## config.mk

```make
export PLATFORM = sky130hd
export DESIGN_NAME = spike_time_encoder
export DESIGN_NICKNAME = d
export VERILOG_FILES = /design/src/rtl/spike_time_encoder.sv
export SDC_FILE = /design/constraint.sdc
export NUM_CORES = 1
export LEC_CHECK = 0
export ABC_AREA = 1
export BUFFER_PORTS_ARGS = -buffer_cell sky130_fd_sc_hd__buf_2
export CORE_MARGIN = 8
export CORE_UTILIZATION = 40
export DETAILED_ROUTE_END_ITERATION = 7
export SYNTH_ARGS = -nofsm -noshare
export SYNTH_HDL_FRONTEND = slang
export SYNTH_SLANG_ARGS = --single-unit
```

## constraint.sdc

```tcl
create_clock -name clk -period 8.7 [get_ports clk]
set_input_delay 0 -clock clk [delete_from_list [all_inputs] [get_ports clk]]
set_output_delay 0 -clock clk [all_outputs]
set_load 0.01 [all_outputs]
```

## src/rtl/spike_time_encoder.sv

```systemverilog
// spike_time_encoder
// Turns one packed vector of per-line spike times into active-low race-logic
// spike lines over one gamma wave. A one-entry pending buffer accepts the next
// wave while the current one plays, so back-to-back waves are separated by a
// single GAP cycle. Every output is driven straight from a flop. Each output
// flop is loaded with the decode of the next-state values, so the outputs line
// up with the state they describe.
module spike_time_encoder #(
  parameter int NUM_SPIKES = 4,
  parameter int TIME_W     = 4,
  parameter int GAMMA_LEN  = 8,
  parameter int CNT_W      = $clog2(NUM_SPIKES + 1)
) (
  input  logic                         clk,
  input  logic                         rst_l,
  input  logic                         in_valid,
  output logic                         in_ready,
  input  logic [NUM_SPIKES*TIME_W-1:0] spike_times_in,
  output logic [NUM_SPIKES-1:0]        should_spike_in_l,
  output logic [CNT_W-1:0]             spike_count,
  output logic [TIME_W-1:0]            time_cnt,
  output logic                         wave_done
);

  localparam int                TIMES_W = NUM_SPIKES * TIME_W;
  // Last RUN time. Any line whose time is above this value cannot fire within a wave.
  localparam logic [TIME_W-1:0] LAST_T  = TIME_W'(GAMMA_LEN - 1);

  typedef enum logic [1:0] {
    ST_IDLE = 2'd0,
    ST_RUN  = 2'd1,
    ST_GAP  = 2'd2
  } state_t;

  // Registered state
  state_t              state_r;
  logic [TIMES_W-1:0]  pend_r;
  logic                pend_full_r;
  logic [TIMES_W-1:0]  active_r;
  logic [TIME_W-1:0]   time_r;
  logic [NUM_SPIKES-1:0] lines_l_r;
  logic [CNT_W-1:0]    count_r;
  logic                done_r;
  logic                ready_r;

  // Next-state values
  state_t              state_nxt_s;
  logic [TIMES_W-1:0]  pend_nxt_s;
  logic                pend_full_nxt_s;
  logic [TIMES_W-1:0]  active_nxt_s;
  logic [TIME_W-1:0]   time_nxt_s;
  logic [NUM_SPIKES-1:0] lines_l_nxt_s;
  logic [CNT_W-1:0]    count_nxt_s;
  logic                done_nxt_s;
  logic                accept_s;
  logic                load_s;

  // A line fires (drives 0) in RUN once its time has been reached.
  // Out-of-range times stay high for the whole wave.
  function automatic logic [NUM_SPIKES-1:0] decode_lines(
    input state_t             st,
    input logic [TIMES_W-1:0] times,
    input logic [TIME_W-1:0]  t
  );
    logic [NUM_SPIKES-1:0] l;
    logic [TIME_W-1:0]     ti;
    l = '1;
    for (int i = 0; i < NUM_SPIKES; i++) begin
      ti = times[i*TIME_W +: TIME_W];
      if ((st == ST_RUN) && (ti <= LAST_T) && (ti <= t)) begin
        l[i] = 1'b0;
      end else begin
        l[i] = 1'b1;
      end
    end
    return l;
  endfunction

  // Count of fired (low) lines.
  function automatic logic [CNT_W-1:0] count_low(input logic [NUM_SPIKES-1:0] l);
    logic [CNT_W-1:0] c;
    c = '0;
    for (int i = 0; i < NUM_SPIKES; i++) begin
      if (!l[i]) begin
        c = c + CNT_W'(1);
      end else begin
        c = c;
      end
    end
    return c;
  endfunction

  // Next-state logic: wave sequencing, the pending buffer handshake, and the output decode.
  always_comb begin
    state_nxt_s     = state_r;
    time_nxt_s      = time_r;
    active_nxt_s    = active_r;
    pend_nxt_s      = pend_r;
    pend_full_nxt_s = pend_full_r;
    load_s          = 1'b0;
    // ready_r is low whenever the buffer holds data, so an accept and a load never happen on the same edge.
    accept_s        = in_valid && ready_r;

    case (state_r)
      ST_IDLE: begin
        time_nxt_s = '0;
        if (pend_full_r) begin
          state_nxt_s = ST_RUN;
          load_s      = 1'b1;
        end else begin
          state_nxt_s = ST_IDLE;
        end
      end
      ST_RUN: begin
        if (time_r == LAST_T) begin
          state_nxt_s = ST_GAP;
          time_nxt_s  = '0;
        end else begin
          state_nxt_s = ST_RUN;
          time_nxt_s  = time_r + TIME_W'(1);
        end
      end
      ST_GAP: begin
        time_nxt_s = '0;
        if (pend_full_r) begin
          state_nxt_s = ST_RUN;
          load_s      = 1'b1;
        end else begin
          state_nxt_s = ST_IDLE;
        end
      end
      default: begin
        state_nxt_s = ST_IDLE;
        time_nxt_s  = '0;
      end
    endcase

    if (load_s) begin
      active_nxt_s = pend_r;
    end else begin
      active_nxt_s = active_r;
    end

    if (accept_s) begin
      pend_nxt_s      = spike_times_in;
      pend_full_nxt_s = 1'b1;
    end else if (load_s) begin
      pend_full_nxt_s = 1'b0;
    end else begin
      pend_full_nxt_s = pend_full_r;
    end

    lines_l_nxt_s = decode_lines(state_nxt_s, active_nxt_s, time_nxt_s);
    count_nxt_s   = count_low(lines_l_nxt_s);
    done_nxt_s    = (state_nxt_s == ST_GAP);
  end

  // FSM and output registers. Reset clears the state and discards both the pending and active waves.
  always_ff @(posedge clk or negedge rst_l) begin
    if (!rst_l) begin
      state_r     <= ST_IDLE;
      pend_r      <= '0;
      pend_full_r <= 1'b0;
      active_r    <= '0;
      time_r      <= '0;
      lines_l_r   <= '1;
      count_r     <= '0;
      done_r      <= 1'b0;
      ready_r     <= 1'b1;
    end else begin
      state_r     <= state_nxt_s;
      pend_r      <= pend_nxt_s;
      pend_full_r <= pend_full_nxt_s;
      active_r    <= active_nxt_s;
      time_r      <= time_nxt_s;
      lines_l_r   <= lines_l_nxt_s;
      count_r     <= count_nxt_s;
      done_r      <= done_nxt_s;
      ready_r     <= !pend_full_nxt_s;
    end
  end

  assign in_ready          = ready_r;
  assign should_spike_in_l = lines_l_r;
  assign spike_count       = count_r;
  assign time_cnt          = time_r;
  assign wave_done         = done_r;

endmodule

```

==> impl_results.md <==
- Max Cap Viol: 0
- Setup TNS: 0 ns
- Drt total wl: 4645 um
- Syn Nets: about 290
- R2R Setup Slk: around 5.3 ns
- Clock Sinks: 48
- Starting Density: 0.4093
- Synth warn: 0
- Hold WS: around 0.40 ns
- Clk buf depth: 2
- R2R cell count: 20
- VDD IR max: 0.0001889 V
- Routed WL per cell: 12.16 um
- Top post-synthesis cells by count: 68 x nand2_1, 43 x dfrtp_1, 35 x inv_1, 16 x ha_1, 14 x mux2_2
- Fmax: just under 0.3 GHz
- Post-placement setup slack: between 5 and 6 ns
- Final hold vios: 0
- Ant. Diodes: 0
- Core ar.: just under 6000 sq um
- First-pass GRT wire length: about 8500 um
- Grt total ovfl: 0
- Detailed Routing Iterations Pass 1: 4
- Mapped Area: ~2400 sq um
- CP endpoint kind: flop
- Critical Path Start Type: flop
- Unrepaired setup endpoints after global routing: no
- Detail Route Antenna Nets: 0
- Power per Cell Area: between 400 and 500 nW/um^2
- Post-CTS Setup Repair Bufs: 0
- CTS tree: yes
- Cell variety after synth: 30
- Slew Viols, Final: 0
- Mapped Cells: between 200 and 300
- Asr flop ratio synth: 1.000
- Relative slew slack: 0.3160
- Standard-cell rows: 28
- FILL cells: 549
- Root buffer cell: clkbuf_8
- Post-synthesis sequential area ratio: 0.5042
- Number of global-route vias before repair: ~1900
- DRC violations left: 0
- Leading area contributor after synthesis: dfrtp_1
- Area contributors post-synth: dfrtp_1 45%, nand2_1 11%, ha_1 8.4%, mux2_2 6.6%, dfstp_2 5.5%
- Clk_lat worst skew: about 0.30 ns
- Final Net Count: about 340
- Leakage: 1.544 nW
- I/O Pins: 32
- Minimum clock period after layout: roughly 3.4 ns
- CTS buffer count: 5
- Initial antenna violation count: 0
- Number of synthesized flops with an enable pin: 0
- Required time of the critical path: between 8 and 9 ns
- Hold/Removal Path Class: in -> async
- DIE WIDTH: a little over 90 um
- Gr usage total: 0.1228
- Synth top area share: 0.4493
- Worst-path fanout max: 5
- Crit Path Category: reg -> reg
- Largest net degree at the start of global routing: 49
- Post-route clock period utilization: 0.3882
- Area grow syn2layout: 21.42%
- Top-count cell post-synth: nand2_1
- Synth Flop Type: dfrtp_1
- H-tree depth: 2
- Port Buf Inserts: 31
- Final WS setup: about 5.3 ns
- # hold bufs at CTS: 17
- Final Skew: roughly 0.0085 ns
- Worst EP arrival: around 3.6 ns
- DR vias/cell: 4.545
- Worst-Margin Slew: 1.026 ns
- Outcome: finished, final reports clean
- Final count of negative-setup-slack endpoints: 0
- Initial DRC Count: 54
- Height of the die: about 93 um
- Via count: about 1700
- Gpl congestion: 0.8562
- Share of post-route cells with drive strength above 1: 0.2704
- Die ar.: 8719 sq um
- HPWL after DPL: 3321 um
- CTS clk-pin slew, worst paths: about 0.090 ns
- Syn Area/Cell: about 9.4 sq um
- #FFs+latches synth: 48
- Cells resized by post-CTS repair: 0
- Power, Total: approximately 0.0013 W
[power breakdown]
group          total (W)  switching, W  internal [W]
combinational   0.000715      0.000429      0.000286
clock           0.000159     0.0000740     0.0000854
sequential      0.000385     0.0000484      0.000337
total            0.00126      0.000551      0.000708
[critical path, stage by stage (launching register included)]
cell	delay (ns)
dfrtp_1	0.43
ha_1	0.22
nand2_1	0.18
nor2_1	0.08
nor2_1	0.17
nand3_1	0.26
ha_1	0.39
nand2_1	0.06
inv_1	0.06
o21ai_0	0.08
a32o_1	0.21
nand2_1	0.12
inv_1	0.06
ha_1	0.32
inv_1	0.08
nand2_2	0.05
nand2_1	0.07
inv_1	0.05
ha_1	0.26
nand2_1	0.06
nand2_1	0.06
[registers in the layout, summed over array words and instances, names as in the netlist]
register / cells
active_r: 16
in_ready: 1
pend_full_r: 1
pend_r: 16
should_spike_in_l: 4
spike_count: 3
state_r: 2
time_cnt: 4
wave_done: 1
[path summary, 6_finish.rpt]
kind / start / endpoint
worst max register to register: time_cnt[0]$_DFF_PN0_ / spike_count[1]$_DFF_PN0_
worst min register to register: active_r[1]$_DFF_PN0_ / active_r[1]$_DFF_PN0_
worst max-delay path: time_cnt[0]$_DFF_PN0_ / spike_count[1]$_DFF_PN0_
min in group clk: spike_times_in[5] / pend_r[5]$_DFFE_PN0P_
max in group asynchronous: rst_l / pend_r[12]$_DFFE_PN0P_
worst min-delay path: rst_l / wave_done$_DFF_PN0_
[per-stage QoR]
stage / instances / utilization / cell area (sq um)
3_5_place_dp: 357 / 0.4495 / 2630
4_1_cts: 382 / 0.4970 / 2908
5_1_grt: 382 / 0.4970 / 2908
3_3_place_gp: 357 / 0.4495 / 2630
6_report: 382 / 0.4970 / 2908
2_1_floorplan: 254 / - / 2395
[layout by cell type, fill, tap and decap left out, drive strengths merged]
cell type	count
a21oi	5
a31o	1
a32o	1
and2	1
buf	31
bufinv	1
clkbuf	6
clkinv	1
dfrtp	43
dfstp	5
dlygate4sd3	17
ha	16
inv	39
mux2	14
nand2	76
nand3	11
nand4	6
nor2	14
nor3	3
o21ai	8
o21bai	2
or2	6
[routing by layer]
| metal | GRT usage | wire [um] | part of all wire |
|---|---|---|---|
| met1 | 0.1486 | 2221 | 0.48 |
| met4 | 0.06309 | 104 | 0.022 |
| met3 | 0.03446 | 181 | 0.039 |
| met5 | 0 | 0 | 0 |
| met2 | 0.1951 | 2137 | 0.46 |
[final cells by class]
class                           count  area (sq um)  share of cell area
Tap cell                           75         93.84             0.03227
Clock buffer                        6         72.57             0.02496
Inverter                           39         146.4             0.05034
Clock inverter                      2         35.03             0.01205
Sequential cell                    48          1207              0.4152
Multi-Input combinational cell    164          1027              0.3533
Timing Repair Buffer               48         325.3              0.1119
[cells by family (layout without fill, tap and decap cells)]
group / count (synthesis) / after routing / share of synthesized area
and+or+nand+nor: 117 / 117 / 0.2367
muxes: 14 / 14 / 0.06583
adders and majority gates: 16 / 16 / 0.08359
buffers and inverters: 42 / 95 / 0.06687
AOI/OAI and AO/OA: 17 / 17 / 0.04284
DFF: 48 / 48 / 0.5042
(Power assumes the default switching activity.)
